--- config.mk ---
export PLATFORM = sky130hd
export DESIGN_NAME = vga_text_reader
export DESIGN_NICKNAME = d
export VERILOG_FILES = /design/src/rtl/vga_text_reader.sv
export SDC_FILE = /design/constraint.sdc
export NUM_CORES = 1
export LEC_CHECK = 0
export BUFFER_PORTS_ARGS = -buffer_cell sky130_fd_sc_hd__buf_2
export CORE_ASPECT_RATIO = 0.6
export CORE_MARGIN = 1.5
export CORE_UTILIZATION = 52
export DETAILED_ROUTE_END_ITERATION = 7
export PLACE_DENSITY = 0.78
export SYNTH_ARGS = -nofsm -noshare
export SYNTH_HDL_FRONTEND = slang
export SYNTH_SLANG_ARGS = --single-unit
--- constraint.sdc ---
create_clock -name clk -period 5.3 [get_ports clk]
set_input_delay 0.53 -clock clk [delete_from_list [all_inputs] [get_ports clk]]
set_output_delay 0.53 -clock clk [all_outputs]
set_load 0.1 [all_outputs]
--- src/rtl/vga_text_reader.sv ---
// vga_text_reader: 640x480@60 text-mode scanout, 80x30 cells read from VGA RAM port B
// through an external 8x16 font ROM to 12-bit RGB, three cycles from counters to pins.
module vga_text_reader #(
    parameter logic [10:0] BASE_ADDR = 11'd0,
    parameter int H_VIS  = 640,
    parameter int H_FP   = 16,
    parameter int H_SYNC = 96,
    parameter int H_BP   = 48,
    parameter int V_VIS  = 480,
    parameter int V_FP   = 10,
    parameter int V_SYNC = 2,
    parameter int V_BP   = 33
) (
    input  logic        clk,
    input  logic        rst,
    output logic [10:0] vram_addr,
    input  logic [31:0] vram_data,
    output logic [11:0] font_addr,
    input  logic [7:0]  font_data,
    output logic [3:0]  vga_r,
    output logic [3:0]  vga_g,
    output logic [3:0]  vga_b,
    output logic        vga_hsync,
    output logic        vga_vsync,
    output logic        frame_start
);
    localparam logic [9:0] H_LAST = 10'(H_VIS + H_FP + H_SYNC + H_BP - 1);
    localparam logic [9:0] V_LAST = 10'(V_VIS + V_FP + V_SYNC + V_BP - 1);
    localparam logic [9:0] H_ACT  = 10'(H_VIS);
    localparam logic [9:0] V_ACT  = 10'(V_VIS);
    localparam logic [9:0] HS_BEG = 10'(H_VIS + H_FP);
    localparam logic [9:0] HS_END = 10'(H_VIS + H_FP + H_SYNC);
    localparam logic [9:0] VS_BEG = 10'(V_VIS + V_FP);
    localparam logic [9:0] VS_END = 10'(V_VIS + V_FP + V_SYNC);

    function automatic logic [3:0] chan(input logic b, input logic i);
        return b ? (i ? 4'hF : 4'hA) : 4'h0;
    endfunction

    logic [9:0]  r_h, r_v, w_h_nxt, w_v_nxt;
    logic [10:0] w_addr_nxt;
    logic        w_act0, w_hs0, w_vs0, w_fs0;
    logic        r_act1, r_hs1, r_vs1, r_fs1, r_par1;
    logic [2:0]  r_px1;
    logic [3:0]  r_row1;
    logic        r_act2, r_hs2, r_vs2, r_fs2;
    logic [2:0]  r_px2;
    logic [7:0]  r_attr2;
    logic [15:0] w_half;
    logic        w_pix;
    logic [3:0]  w_irgb;

    // vram_addr is computed from the next counter values so the RAM sees the
    // address of the current stage-0 position, keeping total latency at three.
    always_comb begin
        w_h_nxt    = (r_h == H_LAST) ? '0 : r_h + 10'd1;
        w_v_nxt    = (r_h != H_LAST) ? r_v : (r_v == V_LAST) ? '0 : r_v + 10'd1;
        w_addr_nxt = BASE_ADDR + 11'(w_v_nxt[8:4]) * 11'd40 + 11'(w_h_nxt[9:4]);
        w_act0     = (r_h < H_ACT) && (r_v < V_ACT);
        w_hs0      = !((r_h >= HS_BEG) && (r_h < HS_END));
        w_vs0      = !((r_v >= VS_BEG) && (r_v < VS_END));
        w_fs0      = (r_h == '0) && (r_v == '0);
        w_half     = r_par1 ? vram_data[15:0] : vram_data[31:16];
        font_addr  = {w_half[15:8], r_row1};
        w_pix      = font_data[3'd7 - r_px2];
        w_irgb     = w_pix ? r_attr2[3:0] : r_attr2[7:4];
    end

    always_ff @(posedge clk) begin
        if (rst) begin
            r_h       <= '0;
            r_v       <= '0;
            vram_addr <= BASE_ADDR;
        end else begin
            r_h       <= w_h_nxt;
            r_v       <= w_v_nxt;
            vram_addr <= w_addr_nxt;
        end
    end

    always_ff @(posedge clk) begin
        if (rst) begin
            r_act1  <= 1'b0;
            r_hs1   <= 1'b1;
            r_vs1   <= 1'b1;
            r_fs1   <= 1'b0;
            r_par1  <= 1'b0;
            r_px1   <= '0;
            r_row1  <= '0;
            r_act2  <= 1'b0;
            r_hs2   <= 1'b1;
            r_vs2   <= 1'b1;
            r_fs2   <= 1'b0;
            r_px2   <= '0;
            r_attr2 <= '0;
        end else begin
            r_act1  <= w_act0;
            r_hs1   <= w_hs0;
            r_vs1   <= w_vs0;
            r_fs1   <= w_fs0;
            r_par1  <= r_h[3];
            r_px1   <= r_h[2:0];
            r_row1  <= r_v[3:0];
            r_act2  <= r_act1;
            r_hs2   <= r_hs1;
            r_vs2   <= r_vs1;
            r_fs2   <= r_fs1;
            r_px2   <= r_px1;
            r_attr2 <= w_half[7:0];
        end
    end

    // Palette: each channel is {colour bit, intensity} -> 0, 0, A, F.
    always_ff @(posedge clk) begin
        if (rst) begin
            vga_r       <= '0;
            vga_g       <= '0;
            vga_b       <= '0;
            vga_hsync   <= 1'b1;
            vga_vsync   <= 1'b1;
            frame_start <= 1'b0;
        end else begin
            vga_r       <= r_act2 ? chan(w_irgb[2], w_irgb[3]) : 4'h0;
            vga_g       <= r_act2 ? chan(w_irgb[1], w_irgb[3]) : 4'h0;
            vga_b       <= r_act2 ? chan(w_irgb[0], w_irgb[3]) : 4'h0;
            vga_hsync   <= r_hs2;
            vga_vsync   <= r_vs2;
            frame_start <= r_fs2;
        end
    end
endmodule
==> flow_metrics.tcl, run 1 <==
set metrics [dict create \
    rsz0062_at_grt "false" \
    crit_slowest_cell "and4_1" \
    post_route_cells_drive_above_1_share_pct 31.2 \
    end_kind "flip-flop" \
    p_per_area_nw_per_um2 312 \
    yosys_warnings 0 \
    viasPerCell 4.97 \
    htree_levels 3 \
    fin_worst_skew_ns 0.00813 \
    fillers 459 \
    grt_pass1_vias 1832 \
    syn_nets 359 \
    ys.flop_type "dfxtp_1" \
    syn_area_sq_um 2990 \
    setup_viol 0 \
    wire_per_inst_um 13.0 \
    path_max_fanout 19 \
    cts_root_buf "clkbuf_8" \
    synth_cell_types 43 \
    ff_latch_area_sq_um 1280 \
    clock_latency_ns 0.35 \
    cts.clk_slew.worst_paths_ns 0.08 \
    cp.arrival_ns 4.71 \
    area_growth_pct 18.9 \
    coreArea_sq_um 5540 \
    ctsResizeCount 0 \
    slowest_delay_ns 0.69 \
    track_usage_pct 19.3 \
    grt_pass1_wl_um 8800 \
    die_h_um 61.7 \
    io_pins 80 \
    fmax_mhz 224 \
    required_ns 5.55 \
    peakVddDrop_mv 0.166 \
    p_leak_uw 0.00158 \
    synth_edf_count 0 \
    cts_hold_buf 0 \
    dieArea_sq_um 6220 \
    final_max_slew_viol_count 0 \
    ys_ff_latch 64 \
    dr_total_vias 2230 \
    syn_avg_cell_area_sq_um 9.85 \
    cts_buffers 9 \
    clkSinkCount 64 \
    port_buffers 79 \
    startpoint_type "flip-flop" \
    postSynthCellCount 303 \
    gp_congestion 0.833 \
    die_width_um 101 \
    path_class "flip-flop to flip-flop" \
    ant_nets 0 \
    drv_cap 0 \
    finalHoldViolations 0 \
    cts_tree "yes" \
    antenna_cells 0 \
    first_pass_iters 5 \
    ctsLongestPathBuffers 2 \
    gr-total-overflow 0 \
    post_cts_buffers 0 \
    fin_crit_ns 4.46 \
    yosysSeqAreaShare_pct 42.9 \
    cpMostUsedCell "ha_1" \
    grt_max_degree 51 \
    async_flop_share_pct 0 \
    hold_path.class "primary input to flip-flop" \
    synth_top_cell_by_area "dfxtp_1" \
    synth_top_area_share_pct 42.9 \
    design_area_sq_um 3550 \
    fin_tns_setup_ns 0 \
    min_period_over_period_pct 84.1 \
    place_area_sq_um 3300 \
    dp_hpwl_um 4010 \
    totalWireLength_um 5820 \
    antenna_found_initial 0 \
    cp_cell_sequence "ha_1 > and4_1 > and4_1 > nand2_1 > xnor2_1 > ha_1 > ha_1 > inv_1 > fa_1 > nor4b_2 > or3b_1 > and3_1 > nor4_2" \
    drcViolationCount 0 \
    outcome "completed" \
    synth_area_leaders "dfxtp_1 (43%), ha_1 (5.0%), buf_4 (4.5%)" \
    rows 21 \
    initial_core_util_pct 53.8 \
    first_iter_violations 109 \
    multiInputGateArea_sq_um 1490 \
    layout.nets 420 \
    maxSlewHeadroom_pct 41.5 \
    worst-slew-pin-transition_ns 0.877 \
]
## synth_stat cells (9+ instances only)
cell type / n
nor2_1: 36
nand2_1: 11
dfxtp_1: 64
nor3_1: 10
ha_1: 12
xor2_1: 14
mux2i_1: 13
nor2b_1: 15
xnor2_1: 10
buf_4: 18
nand3_1: 11
inv_1: 9
## path summary, 6_finish.rpt
check	start	to	slack [ns]	cells past startpoint
max	r_h[0]	vram_addr[10]	0.84	13
min	vram_data[21]	r_attr2[5]	0.41	3
max reg2reg	r_h[0]	vram_addr[10]	0.84	13
min reg2reg	r_vs2	vga_vsync	0.41	1
## power breakdown
part           internal [uW]  switching [uW]  total, uW
clock                    318             201        519
combinational           29.9            60.8       90.8
sequential               491            6.69        498
total                    839             269       1110
## logic make-up (layout without fill, tap and decap cells)
logic type	count (synthesis)	in the layout	synth area share (%)
AOI/OAI and AO/OA	16	16	4.02
muxes	24	24	9.64
adders and majority gates	15	15	6.71
DFF	64	64	42.9
xor gates and xnor gates	24	24	7.04
buffers and inverters	38	104	7.21
and+or+nand+nor	122	122	22.5
## metal layers
metal,vias to the layer above,GRT usage (%),share of wire [%]
li1,1133,-,-
met1,1034,27.0,50
met2,59,27.6,45
met3,4,7.61,5.3
met4,0,6.04,0.50
met5,-,0,0
## sequential cells by signal, summed over array words and instances, names as in the netlist, 3 cells and up
| register | cells |
|---|---|
| r_row1 | 4 |
| r_v | 10 |
| r_attr2 | 8 |
| r_px2 | 3 |
| r_h | 7 |
| vram_addr | 11 |
| r_px1 | 3 |
## critical path: cells and delay by family (launching register included)
kind,cells,cell delay (ns)
flip-flops,1,0.39
buffers and inverters,1,0.07
AND/OR/NAND/NOR,7,2.29
XOR/XNOR,1,0.36
adder cells (fa/ha/maj),4,1.26
## through the flow
step | cells | setup slack, ns | hold slack (ns) | utilization (%) | total power, uW
final | 449 | 0.843 | 0.411 | 64.0 | 1110
after global routing | 449 | 0.487 | 0.418 | 64.0 | 1140
after CTS | 449 | 0.849 | 0.401 | 64.0 | 1110
after detailed placement | 433 | 0.897 | 0.394 | 59.5 | 599
after global placement | 433 | 1.10 | 0.394 | 59.5 | 597
after floorplan | 303 | 1.62 | 0.389 | - | 579
## area by class of cell
| type | instances | share of cell area [%] |
|---|---|---|
| multi-input combinational | 201 | 42.0 |
| tap | 80 | 2.82 |
| sequential | 64 | 36.1 |
| clock buffer | 9 | 3.49 |
| inverter | 9 | 0.952 |
| timing repair buffer | 79 | 11.1 |
| clock inverter | 7 | 3.53 |
## cells in the final DEF, fill, tap and decap left out, types with 2 or more instances in the layout
cell type  netlist  routed
nor2_1          36      36
ha_1            12      12
mux2_2           8       8
nor3_1          10      10
clkbuf_8         0       9
mux4_2           2       2
nand3_1         11      11
nor3b_1          3       3
nand2b_1         2       2
nor2b_1         15      15
buf_2            4      79
nand3b_1         4       4
or2_2            4       4
or3_1            2       2
xor2_1          14      14
mux2i_1         13      13
and4_1           4       4
xnor2_1         10      10
nand2_1         11      11
dfxtp_1         64      64
a21oi_1          7       7
nand4_1          5       5
inv_1            9       9
a21o_1           4       4
fa_1             2       2
nor4_1           3       3
and3_1           5       5
bufinv_16        0       3
inv_6            0       3
No activity file was read; power rests on OpenSTA's default activity.
==> inputs of run 2 (changes only) <==
- clock period: 5.3 -> 4.5 ns (I/O delays scaled with it)
==> run 2 against run 1 <==
Compared with the run above:
- via count increased by 0.31%
- clock skew decreased by 0.0024 ns
- count of clock-buffer cells in the layout increased by 2
- setup slack got worse by 0.52 ns
- sequential power increased by 18%
- sequential cell count unchanged
- clock power decreased by 12%
- sequential share of layout area increased by 0.45 points
- combinational power increased by 17%
- critical path depth unchanged
- power increased by 3.9%
==> flow_metrics.tcl, run 2 (synthesized netlist as in run 1, its figures left out) <==
set metrics [dict create \
    ctsLongestPathBuffers 2 \
    setup_viol 0 \
    layout.nets 421 \
    hold_path.class "primary input to flip-flop" \
    rsz0062_at_grt "false" \
    totalWireLength_um 5660 \
    regMostFlops "vram_addr" \
    largest_register_ffs 11 \
    ff_latch_area_sq_um 1280 \
    coreArea_sq_um 5540 \
    cp_cell_sequence "ha_1 > and4_1 > and4_1 > nand4_1 > xnor2_1 > ha_1 > ha_1 > inv_1 > fa_1 > nor4b_2 > or3b_1 > and3_1 > nor4_2" \
    required_ns 4.75 \
    grt_pass1_wl_um 8800 \
    port_buffers 79 \
    final_common_cell "buf_2" \
    clkSinkCount 64 \
    drv_cap 0 \
    peakVddDrop_mv 0.167 \
    final_max_slew_viol_count 0 \
    cpMostUsedCell "ha_1" \
    holdPathEnd "r_attr2[4]" \
    io_pins 80 \
    cts_tree "yes" \
    grt_max_degree 51 \
    startpoint_type "flip-flop" \
    fmax_mhz 239 \
    cp.arrival_ns 4.43 \
    first_pass_iters 4 \
    r2r_cells 13 \
    track_usage_pct 19.4 \
    antenna_found_initial 0 \
    gr-total-overflow 0 \
    slowest_delay_ns 0.48 \
    final_cell_mix "buf_2 (79), dfxtp_1 (64), nor2_1 (36)" \
    finalHoldViolations 0 \
    worst-slew-pin-transition_ns 0.835 \
    viasPerCell 4.97 \
    cts_root_buf "clkbuf_8" \
    die_h_um 61.7 \
    fillers 458 \
    ant_nets 0 \
    htree_levels 3 \
    gp_congestion 0.824 \
    crit_family "simple AND/OR/NAND/NOR gates" \
    cts_buffers 9 \
    wire_per_inst_um 12.6 \
    p_per_area_nw_per_um2 328 \
    cts_hold_buf 0 \
    dieArea_sq_um 6220 \
    dp_hpwl_um 4220 \
    dr_total_vias 2237 \
    fin_worst_skew_ns 0.00578 \
    drcViolationCount 0 \
    min_period_over_period_pct 92.8 \
    cts.clk_slew.worst_paths_ns 0.07 \
    post_route_cells_drive_above_1_share_pct 31.6 \
    initial_core_util_pct 53.8 \
    die_width_um 101 \
    multiInputGateArea_sq_um 1500 \
    first_iter_violations 162 \
    min_from "vram_data[20]" \
    crit_slowest_cell "fa_1" \
    area_growth_pct 17.4 \
    end_kind "flip-flop" \
    fin_tns_setup_ns 0 \
    rows 21 \
    maxSlewHeadroom_pct 44.3 \
    hold_path_depth 3 \
    path_class "flip-flop to flip-flop" \
    reg2reg_from "r_h[0]" \
    cp_num_buf_inv 1 \
    clock_latency_ns 0.34 \
    top_regs "vram_addr: 11 flops, r_v: 10 flops, r_attr2: 8 flops" \
    r2r_slack_ns 0.32 \
    p_leak_uw 0.00157 \
    grt_pass1_vias 1838 \
    fin_crit_ns 4.18 \
    fin_util_pct 63.2 \
    path_max_fanout 11 \
    antenna_cells 0 \
    r2r-end "vram_addr[10]" \
    outcome "completed" \
]
-- run 2: final cells by class --
class                   count  share of cell area (%)
clock buffers              11                    4.32
clock inverters             5                    1.11
inverters                   9                   0.964
multi-input cells         201                    42.7
flip-flops and latches     64                    36.6
well taps                  80                    2.86
repair buffers             80                    11.5
-- run 2: worst reg2reg max path, cell delays in order, from the launching register on --
cell and delay, ns:
dfxtp_1 0.39, ha_1 0.25, and4_1 0.26, and4_1 0.47
nand4_1 0.17, xnor2_1 0.30, ha_1 0.29, ha_1 0.21
inv_1 0.07, fa_1 0.48, nor4b_2 0.42, or3b_1 0.38
and3_1 0.19, nor4_2 0.21
-- run 2: routing by layer --
layer  up-vias  GRT usage, %  wire (um)
met1      1026          27.7       2780
met2        62          25.6       2460
met4         0          6.64         40
met3         4          8.72        384
met5         -             0          0
li1       1145             -          -
-- run 2: power by group --
| group | switching [uW] | internal [uW] | total, uW |
|---|---|---|---|
| logic | 70.4 | 35.2 | 106 |
| clock network | 225 | 233 | 459 |
| registers | 8.11 | 578 | 587 |
-- run 2: repair_timing --
action	CTS	global route
resized for setup	0	1
setup endpoints to repair	0	1
buffers inserted	0	0
-- run 2: stage by stage --
stage               hold WS [ns]  area, sq um  setup WS [ns]  total power, uW  cells
floorplan                  0.389         2990          0.823              682    303
global placement           0.393         3310          0.497              703    434
detailed placement         0.394         3310          0.322              706    434
CTS                        0.326         3500          0.287             1170    450
global route               0.349         3500         0.0291             1200    450
finish                     0.340         3500          0.324             1150    450
-- run 2: worst max-delay path by stage --
stage / from / to / cells past startpoint
after floorplan: r_h[0] / vram_addr[10] / 14
after global placement: r_h[0] / vram_addr[10] / 13
after detailed placement: r_h[0] / vram_addr[10] / 13
after CTS: r_h[0] / vram_addr[10] / 13
after global routing: r_h[0] / vram_addr[10] / 13
final: r_h[0] / vram_addr[10] / 13
